### config.mk
export PLATFORM = sky130hd
export DESIGN_NAME = div_sign_sequencer_flat
export DESIGN_NICKNAME = d
export VERILOG_FILES = /design/src/rtl/div_seq_pkg.sv /design/src/rtl/div_sign_sequencer_if.sv /design/src/rtl/div_sign_fix.sv /design/src/rtl/div_sign_sequencer.sv /design/src/flat_wrapper.sv
export SDC_FILE = /design/constraint.sdc
export NUM_CORES = 1
export LEC_CHECK = 0
export CAP_MARGIN = 20
export CORE_UTILIZATION = 32
export CTS_CLUSTER_SIZE = 10
export DETAILED_ROUTE_END_ITERATION = 10
export MAX_ROUTING_LAYER = met4
export PLACE_DENSITY = 0.66
export REMOVE_ABC_BUFFERS = 1
export SKIP_CTS_REPAIR_TIMING = 1
export SLEW_MARGIN = 20
export SYNTH_ARGS = -nofsm -noshare
export SYNTH_HDL_FRONTEND = slang
export SYNTH_SLANG_ARGS = --single-unit
### constraint.sdc
create_clock -name clk -period 1.9 [get_ports clk]
set_input_delay 0.285 -clock clk [delete_from_list [all_inputs] [get_ports clk]]
set_output_delay 0.285 -clock clk [all_outputs]
set_load 0.005 [all_outputs]
### src/rtl/div_seq_pkg.sv
// Shared types and constants for the signed front/back-end of the 4-bit restoring divider.
package div_seq_pkg;

    localparam int DEF_W           = 4;
    localparam int DEF_TIMEOUT_CYC = 15;

    typedef enum logic [1:0] {
        IDLE = 2'd0,
        BUSY = 2'd1,
        HOLD = 2'd2,
        DEAD = 2'd3
    } state_t;

    function automatic int unsigned most_neg_of(input int unsigned w);
        return 32'd1 << (w - 1);
    endfunction

    localparam logic [DEF_W-1:0] MOST_NEG = DEF_W'(most_neg_of(DEF_W));

endpackage

### src/rtl/div_sign_sequencer_if.sv
// Operand, divider and result signals of div_sign_sequencer; slave is the sequencer side.
interface div_sign_sequencer_if
    import div_seq_pkg::*;
#(
    parameter int W = DEF_W
);
    logic                in_valid;
    logic                in_ready;
    logic signed [W-1:0] in_dividend;
    logic signed [W-1:0] in_divisor;
    logic                div_start;
    logic                div_done;
    logic        [W-1:0] div_quotient;
    logic        [W-1:0] div_remainder;
    logic        [W-1:0] div_dividend;
    logic        [W-1:0] div_divisor;
    logic                out_valid;
    logic                out_ready;
    logic signed [W-1:0] out_quotient;
    logic signed [W-1:0] out_remainder;
    logic                out_err;
    logic                stuck;

    modport slave (
        input  in_valid, in_dividend, in_divisor,
        input  div_done, div_quotient, div_remainder,
        input  out_ready,
        output in_ready, div_start, div_dividend, div_divisor,
        output out_valid, out_quotient, out_remainder, out_err, stuck
    );

    modport master (
        output in_valid, in_dividend, in_divisor,
        output div_done, div_quotient, div_remainder,
        output out_ready,
        input  in_ready, div_start, div_dividend, div_divisor,
        input  out_valid, out_quotient, out_remainder, out_err, stuck
    );
endinterface

### src/rtl/div_sign_fix.sv
// Magnitude conversion of signed operands and C-style sign re-application of the unsigned result.
module div_sign_fix #(
    parameter int W = 4
) (
    input  logic signed [W-1:0] dividend,
    input  logic signed [W-1:0] divisor,
    input  logic                sign_a,
    input  logic                sign_b,
    input  logic        [W-1:0] udiv_q,
    input  logic        [W-1:0] udiv_r,
    output logic        [W-1:0] mag_a,
    output logic        [W-1:0] mag_b,
    output logic signed [W-1:0] res_q,
    output logic signed [W-1:0] res_r
);
    assign mag_a = dividend[W-1] ? -dividend : dividend;
    assign mag_b = divisor[W-1]  ? -divisor  : divisor;

    // Quotient truncates toward zero; remainder follows the dividend's sign.
    assign res_q = (sign_a ^ sign_b) ? -signed'(udiv_q) : signed'(udiv_q);
    assign res_r = sign_a            ? -signed'(udiv_r) : signed'(udiv_r);
endmodule

### src/rtl/div_sign_sequencer.sv
// Signed valid/ready wrapper around the unsigned restoring divider with hang detection.
// Optional macro DIV_SEQ_STATS_EN adds saturating delivered-result counters stat_ops/stat_errs.
module div_sign_sequencer
    import div_seq_pkg::*;
#(
    parameter int W           = DEF_W,
    parameter int TIMEOUT_CYC = DEF_TIMEOUT_CYC
) (
    input  logic                 clk,
    input  logic                 rst,
    div_sign_sequencer_if.slave  bus
`ifdef DIV_SEQ_STATS_EN
    ,
    output logic [15:0]          stat_ops,
    output logic [15:0]          stat_errs
`endif
);
    localparam int CW = $clog2(TIMEOUT_CYC + 1);
    localparam logic [W-1:0] NEG_LIM = W'(most_neg_of(W));

    state_t              state_q, state_d;
    logic [CW-1:0]       cnt_q, cnt_d;
    logic                sign_a_q, sign_a_d, sign_b_q, sign_b_d;
    logic [W-1:0]        op_a_q, op_a_d, op_b_q, op_b_d;
    logic                start_q, start_d, err_q, err_d, stuck_q, stuck_d;
    logic signed [W-1:0] quo_q, quo_d, rem_q, rem_d;
    logic [W-1:0]        mag_a, mag_b;
    logic signed [W-1:0] fix_q, fix_r;
    logic                accept, illegal;

    div_sign_fix #(.W(W)) u_fix (
        .dividend (bus.in_dividend),
        .divisor  (bus.in_divisor),
        .sign_a   (sign_a_q),
        .sign_b   (sign_b_q),
        .udiv_q   (bus.div_quotient),
        .udiv_r   (bus.div_remainder),
        .mag_a    (mag_a),
        .mag_b    (mag_b),
        .res_q    (fix_q),
        .res_r    (fix_r)
    );

    assign bus.in_ready      = (state_q == IDLE) && !rst;
    assign bus.out_valid     = (state_q == HOLD);
    assign bus.div_start     = start_q;
    assign bus.div_dividend  = op_a_q;
    assign bus.div_divisor   = op_b_q;
    assign bus.out_quotient  = quo_q;
    assign bus.out_remainder = rem_q;
    assign bus.out_err       = err_q;
    assign bus.stuck         = stuck_q;

    assign accept  = bus.in_valid && bus.in_ready;
    // Zero divisor and the unnegatable most-negative value never reach the divider.
    assign illegal = (bus.in_divisor == '0) || (bus.in_dividend == NEG_LIM) ||
                     (bus.in_divisor == NEG_LIM);

    always_comb begin
        state_d  = state_q;
        cnt_d    = cnt_q;
        sign_a_d = sign_a_q;
        sign_b_d = sign_b_q;
        op_a_d   = op_a_q;
        op_b_d   = op_b_q;
        start_d  = start_q;
        err_d    = err_q;
        stuck_d  = stuck_q;
        quo_d    = quo_q;
        rem_d    = rem_q;
        case (state_q)
            IDLE: begin
                if (accept) begin
                    sign_a_d = bus.in_dividend[W-1];
                    sign_b_d = bus.in_divisor[W-1];
                    if (illegal) begin
                        err_d   = 1'b1;
                        quo_d   = '0;
                        rem_d   = '0;
                        state_d = HOLD;
                    end else begin
                        op_a_d  = mag_a;
                        op_b_d  = mag_b;
                        start_d = 1'b1;
                        cnt_d   = '0;
                        state_d = BUSY;
                    end
                end
            end
            BUSY: begin
                // start must drop on the done edge or the divider begins another pass.
                if (bus.div_done) begin
                    start_d = 1'b0;
                    quo_d   = fix_q;
                    rem_d   = fix_r;
                    err_d   = 1'b0;
                    state_d = HOLD;
                end else if (cnt_q == CW'(TIMEOUT_CYC - 1)) begin
                    start_d = 1'b0;
                    err_d   = 1'b1;
                    quo_d   = '0;
                    rem_d   = '0;
                    stuck_d = 1'b1;
                    state_d = HOLD;
                end else begin
                    cnt_d = cnt_q + CW'(1);
                end
            end
            HOLD: begin
                if (bus.out_ready) state_d = stuck_q ? DEAD : IDLE;
            end
            DEAD: state_d = DEAD;
            default: state_d = IDLE;
        endcase
    end

    always_ff @(posedge clk) begin
        if (rst) begin
            state_q  <= IDLE;
            cnt_q    <= '0;
            sign_a_q <= 1'b0;
            sign_b_q <= 1'b0;
            op_a_q   <= '0;
            op_b_q   <= '0;
            start_q  <= 1'b0;
            err_q    <= 1'b0;
            stuck_q  <= 1'b0;
            quo_q    <= '0;
            rem_q    <= '0;
        end else begin
            state_q  <= state_d;
            cnt_q    <= cnt_d;
            sign_a_q <= sign_a_d;
            sign_b_q <= sign_b_d;
            op_a_q   <= op_a_d;
            op_b_q   <= op_b_d;
            start_q  <= start_d;
            err_q    <= err_d;
            stuck_q  <= stuck_d;
            quo_q    <= quo_d;
            rem_q    <= rem_d;
        end
    end

`ifdef DIV_SEQ_STATS_EN
    function automatic logic [15:0] sat_inc(input logic [15:0] v);
        return (v == 16'hFFFF) ? v : v + 16'd1;
    endfunction

    always_ff @(posedge clk) begin
        if (rst) begin
            stat_ops  <= '0;
            stat_errs <= '0;
        end else if (bus.out_valid && bus.out_ready) begin
            if (err_q) stat_errs <= sat_inc(stat_errs);
            else       stat_ops  <= sat_inc(stat_ops);
        end
    end
`endif
endmodule

### src/flat_wrapper.sv
// flat-port wrapper written by rule: the top's interface ports become plain ports
module div_sign_sequencer_flat import div_seq_pkg::*;
#(
    parameter int W           = DEF_W,
    parameter int TIMEOUT_CYC = DEF_TIMEOUT_CYC
)
  (clk, rst, bus_in_valid, bus_in_dividend, bus_in_divisor, bus_div_done, bus_div_quotient, bus_div_remainder, bus_out_ready, bus_in_ready, bus_div_start, bus_div_dividend, bus_div_divisor, bus_out_valid, bus_out_quotient, bus_out_remainder, bus_out_err, bus_stuck);
  div_sign_sequencer_if #(.W(W)) bus_i ();
  input  logic clk;
  input  logic rst;
  input wire logic [$bits(bus_i.in_valid)-1:0] bus_in_valid;
  input wire logic [$bits(bus_i.in_dividend)-1:0] bus_in_dividend;
  input wire logic [$bits(bus_i.in_divisor)-1:0] bus_in_divisor;
  input wire logic [$bits(bus_i.div_done)-1:0] bus_div_done;
  input wire logic [$bits(bus_i.div_quotient)-1:0] bus_div_quotient;
  input wire logic [$bits(bus_i.div_remainder)-1:0] bus_div_remainder;
  input wire logic [$bits(bus_i.out_ready)-1:0] bus_out_ready;
  output wire logic [$bits(bus_i.in_ready)-1:0] bus_in_ready;
  output wire logic [$bits(bus_i.div_start)-1:0] bus_div_start;
  output wire logic [$bits(bus_i.div_dividend)-1:0] bus_div_dividend;
  output wire logic [$bits(bus_i.div_divisor)-1:0] bus_div_divisor;
  output wire logic [$bits(bus_i.out_valid)-1:0] bus_out_valid;
  output wire logic [$bits(bus_i.out_quotient)-1:0] bus_out_quotient;
  output wire logic [$bits(bus_i.out_remainder)-1:0] bus_out_remainder;
  output wire logic [$bits(bus_i.out_err)-1:0] bus_out_err;
  output wire logic [$bits(bus_i.stuck)-1:0] bus_stuck;
  assign bus_i.in_valid = bus_in_valid;
  assign bus_i.in_dividend = bus_in_dividend;
  assign bus_i.in_divisor = bus_in_divisor;
  assign bus_i.div_done = bus_div_done;
  assign bus_i.div_quotient = bus_div_quotient;
  assign bus_i.div_remainder = bus_div_remainder;
  assign bus_i.out_ready = bus_out_ready;
  assign bus_in_ready = bus_i.in_ready;
  assign bus_div_start = bus_i.div_start;
  assign bus_div_dividend = bus_i.div_dividend;
  assign bus_div_divisor = bus_i.div_divisor;
  assign bus_out_valid = bus_i.out_valid;
  assign bus_out_quotient = bus_i.out_quotient;
  assign bus_out_remainder = bus_i.out_remainder;
  assign bus_out_err = bus_i.out_err;
  assign bus_stuck = bus_i.stuck;
  div_sign_sequencer #(.W(W), .TIMEOUT_CYC(TIMEOUT_CYC)) u_core (.clk(clk), .rst(rst), .bus(bus_i));
endmodule
# Word-level counts from Yosys, hierarchy flattened
# Cells that the tools add are included.
# W data, S select, Z words.
[totals]
register_bits = 27
inputBits = 21
output_inout_bits = 21
elab_cells = 80
[classes]
n_addsub = 5
n_eq_ne = 13
mux = 33
n_bitwise = 3
n_reduce_logical = 15
[op_table]
columns = ["operator", "count"]
rows = [
  ["$mux W4", 13],
  ["$pmux W4 S2", 3],
  ["$neg A4 Y4", 4],
  ["$eq A4 B4 Y1 const B", 3],
  ["$mux W2", 6],
  ["$reduce_and A3 Y1", 3],
  ["$mux W1", 8],
  ["$ne A2 B2 Y1 const B", 4],
  ["$pmux W2 S4", 1],
  ["$reduce_and A4 Y1", 2],
  ["$reduce_and A5 Y1", 1],
  ["$add A4 B1 Y4 const B", 1],
  ["$eq A2 B2 Y1 const B", 2],
  ["$logic_not A4 Y1", 1],
  ["$ne A2 B1 Y1 const B", 2],
  ["$pmux W1 S2", 2],
  ["$ne A3 B2 Y1 const B", 1],
  ["$eq A2 B1 Y1 const B", 1],
  ["$logic_and A1 B1 Y1", 2],
  ["$logic_not A2 Y1", 1],
  ["$logic_or A1 B1 Y1", 2],
  ["$not A1 Y1", 2],
  ["$reduce_and A2 Y1", 1],
  ["$reduce_bool A2 Y1", 1],
  ["other kinds (2)", 2],
]

# Logic depth before layout (Yosys ltp)
[logic_depth]
ltp_word = 6
mapped_depth = 8

# Modules after synthesis
# Synthesis repeated with hierarchy kept, for this count alone.
[unflattened]
cells_unflattened = 182
hier_area_um2 = 1585.3
[by_module_without_submodules]
columns = ["module", "instances", "cells_each", "area_per_inst_um2", "seq_area_each_um2"]
rows = [
  ["div_sign_sequencer", 1, 143, 1318.8, 540.5],
  ["div_sign_fix", 1, 39, 266.5, 0.0],
]

# Worst setup path before layout
# No wires, ideal clock.
[synth_timing]
path_kind = "register to register"
startpoint = "reg u_core.cnt_q[0]"
endpoint = "reg u_core.quo_q[0] (netlist: u_core.bus.out_quotient[0])"
arrival_time_ns = 1.315
required_ns = 1.783
setup_slack_ns = 0.468
stages_incl_launch_ff = 7
path_buffers = 0
period_less_slack_ns = 1.432
cell_sequence = "dfxtp_1 -> inv_1 -> ha_1 -> nand3_2 -> a31oi_2 -> o22ai_2 -> a22o_1"
[synth_between]
elab_chain_len = 3
[synth_lines]
columns = ["item", "line_no", "source"]
rows = [
  ["start: declaration", "div_sign_sequencer.sv:22", "logic [CW-1:0] cnt_q, cnt_d;"],
  ["start signal: assignment", "div_sign_sequencer.sv:132", "cnt_q <= cnt_d;"],
  ["$eq A4 B4 Y1", "div_sign_sequencer.sv:98", "end else if (cnt_q == CW'(TIMEOUT_CYC - 1)) begin"],
  ["$ne A3 B2 Y1 (no source line)", "-", ""],
  ["$reduce_and A4 Y1 (no source line)", "-", ""],
  ["end signal: assignment", "div_sign_sequencer.sv:140", "quo_q <= quo_d;"],
  ["end: declaration", "div_sign_sequencer.sv:26", "logic signed [W-1:0] quo_q, quo_d, rem_q, rem_d;"],
]
# No other way between the ends.
# A chain may end at the register's enable or synchronous reset.

# Final worst setup path
[layout_timing]
startpoint = "in rst"
endpoint = "out bus_in_ready"
[layout_between]
elab_chain_len = 2
[layout_lines]
columns = ["item", "line_no", "source"]
rows = [
  ["start: declaration", "flat_wrapper.sv:10", "input logic rst;"],
  ["$logic_not A1 Y1", "div_sign_sequencer.sv:44", "assign bus.in_ready = (state_q == IDLE) && !rst;"],
  ["$logic_and A1 B1 Y1", "div_sign_sequencer.sv:44", ""],
  ["end: declaration", "flat_wrapper.sv:18", "output wire logic [$bits(bus_i.in_ready)-1:0] bus_in_ready;"],
]
# No other way between the ends.

==> impl_results.md <==
- Clock Pin Slew Worst Setup and Hold Paths: approximately 0.09 ns
- Avg Cell Area, Syn: ~9.9 um^2
- CP arrival: 1.54 ns
- Ports: 42
- Async SR Flop Fraction: 0%
- Max-cap viol count: 0
- Gr usage total: 13.8%
- Leakage Power: 0.000830 uW
- Clk sinks: 27
- Synth Warn #: 0
- Worst skew pair latency: around 0.27 ns
- Crit share post-route: 95.8%
- Core ar.: 4410 um^2
- Setup TNS: 0 ns
- Power per cell area: approximately 690 nW/um^2
- Total grt overflow: 0
- Post-DP HPWL: 2510 um
- Post-Syn Instances: between 150 and 200
- Place WS: -0.117 ns
- Vias/cell: 4.87
- Drt first pass iters: 3
- Flops & latches, synth: 27
- EDFF count, synth: 0
- Crit path capture type: primary output
- Total power: 1470 uW
- RSZ-0062 raised after global routing: no
- VDD IR max: 362 uV
- Cell Count, Final, Fillers Out: 260
- Top cells by area, synth: dfxtp_1, mux2i_1, a211oi_2
- Mapped Area: 1500 um^2
- Inst Count DP: 256
- Initial Util: 34.0%
- Dominant cell type by area after synthesis: dfxtp_1
- Worst Max-Slew Pin Slew: approximately 0.43 ns
- Worst setup path startpoint: rst
- Crit Path Category: in2out
- Die width: around 70 um
- Wire length per cell: around 12 um
- Final wirelength: 3130 um
- Area delta synth->final: 40.7%
- Setup violators final: 0
- CTS tree: built
- DR iter-0 viols: 26
- Post-synth top area share: a little over a third
- Num rows: 24
- Routed Antenna Nets: 0
- GP Congestion: ~0.78
- Worst r2r src: u_core.cnt_q[0]
- Final Hold Viols: 0
- Htree depth: 1
- Tmin final: 1.82 ns
- Global-route wire length before repair: about 5400 um
- Drt drc: 0
- Number of global-route vias before repair: between 1,000 and 1,500
- CTS Buf Count: 3
- Commonest non-fill, non-tap cell in the layout: clkdlybuf4s50_1
- Crit path required time: 1.62 ns
- Largest net degree at the start of global routing: 15
- Crit Path Max Fanout: 2
- NumNets Final: 236
- # diodes: 0
- CTS max path bufs: 2
- Via count: 1,266
- Count of cell types in the netlist: 50
- Min-delay worst type: reg2reg
- Initial antenna violation count: 0
- Commonest non-fill, non-tap cells in the layout: clkdlybuf4s50_1, dfxtp_1, buf_4
- CTS Root Cell: clkbuf_8
- Achievable Freq: 549 MHz
- Die area: 4960 um^2
- Startpoint Class: primary input
- Layout cells sized above 1: around 22%
- Critical hold path startpoint: u_core.bus.out_quotient[1]
- Final Worst Setup Slack: 0.0798 ns
- Die height: 70.4 um
- Relative slew slack: 71.2%
- Main synth FF type: dfxtp_1
- Sequential share of the synthesized area: about 36%
- Port Buffer Count: 41
- Outcome: finished, final reports clean
- Max-slew violations: 0
- Fill count: approximately 430
- Clk_skew: 0.00368 ns
## worst paths after layout
kind / end / slack, ns / depth (start not counted)
max: bus_in_ready / 0.08 / 4
min: u_core.bus.out_quotient[1] / 0.48 / 1
max reg2reg: u_core.bus.out_remainder[3] / 0.25 / 6
min reg2reg: u_core.bus.out_quotient[1] / 0.48 / 1
## flip-flops by register name, summed over array words and instances, names as in the netlist
register,count
u_core.bus.div_dividend,4
u_core.bus.div_divisor,4
u_core.bus.div_start,1
u_core.bus.out_err,1
u_core.bus.out_quotient,4
u_core.bus.out_remainder,4
u_core.bus.stuck,1
u_core.cnt_q,4
u_core.sign_a_q,1
u_core.sign_b_q,1
u_core.state_q,2
## where the power goes
group / leakage [uW] / total (uW) / internal, uW / switching (uW)
registers: 0.000220 / 664 / 614 / 50.0
logic: 0.000588 / 481 / 274 / 207
clock network: 0.0000228 / 320 / 150 / 170
total: 0.000830 / 1470 / 1040 / 427
## kinds of logic after synthesis
kind of cell | Yosys count | synth area share, %
compound gates | 35 | 21.9
xor+xnor | 7 | 4.09
fa+ha+maj | 6 | 5.01
buf+inv | 18 | 6.84
flops | 27 | 36.1
mux | 10 | 6.76
simple gates | 48 | 19.4
## area by class of cell
| type | instances | area [um^2] | area share (%) |
|---|---|---|---|
| Multi-Input combinational cell | 106 | 856 | 40.6 |
| Sequential cell | 27 | 541 | 25.6 |
| Tap cell | 52 | 65.1 | 3.08 |
| Clock buffer | 4 | 45.0 | 2.14 |
| Inverter | 12 | 45.0 | 2.14 |
| Timing Repair Buffer | 59 | 558 | 26.5 |
## synth_stat cells (2+ instances only)
master	n
nand2b_1	3
o21ai_0	3
inv_1	12
a22o_1	6
nor2b_1	3
clkbuf_1	2
nor2_2	5
dfxtp_1	27
xnor2_1	5
ha_1	6
nand3_1	2
a21oi_1	2
buf_6	2
a211oi_2	6
or2_2	2
nor4b_1	2
o2bb2ai_1	2
a41oi_1	2
nor3_1	3
xor2_1	2
nor2_1	12
mux2i_1	9
nand2_1	6
## routing by layer
layer	wire length [um]	track usage, %	vias to the layer above
li1	-	-	652
met4	24	2.67	0
met1	1500	16.9	580
met3	176	3.75	4
met2	1430	22.6	30
met5	0	-	-
## critical path: stages
cell and delay [ns]:
clkdlybuf4s50_1 0.44, buf_4 0.16, nor3_1 0.13, clkdlybuf4s50_1 0.52
## through the flow
step	util (%)	hold WS [ns]	instance area (um^2)
detailed placement	46.8	0.463	2060
global route	47.8	0.502	2110
finish	47.8	0.480	2110
global placement	46.8	0.463	2060
CTS	47.8	0.486	2110
floorplan	-	0.350	1440
Note: power is estimated with default switching activity, not from simulation.
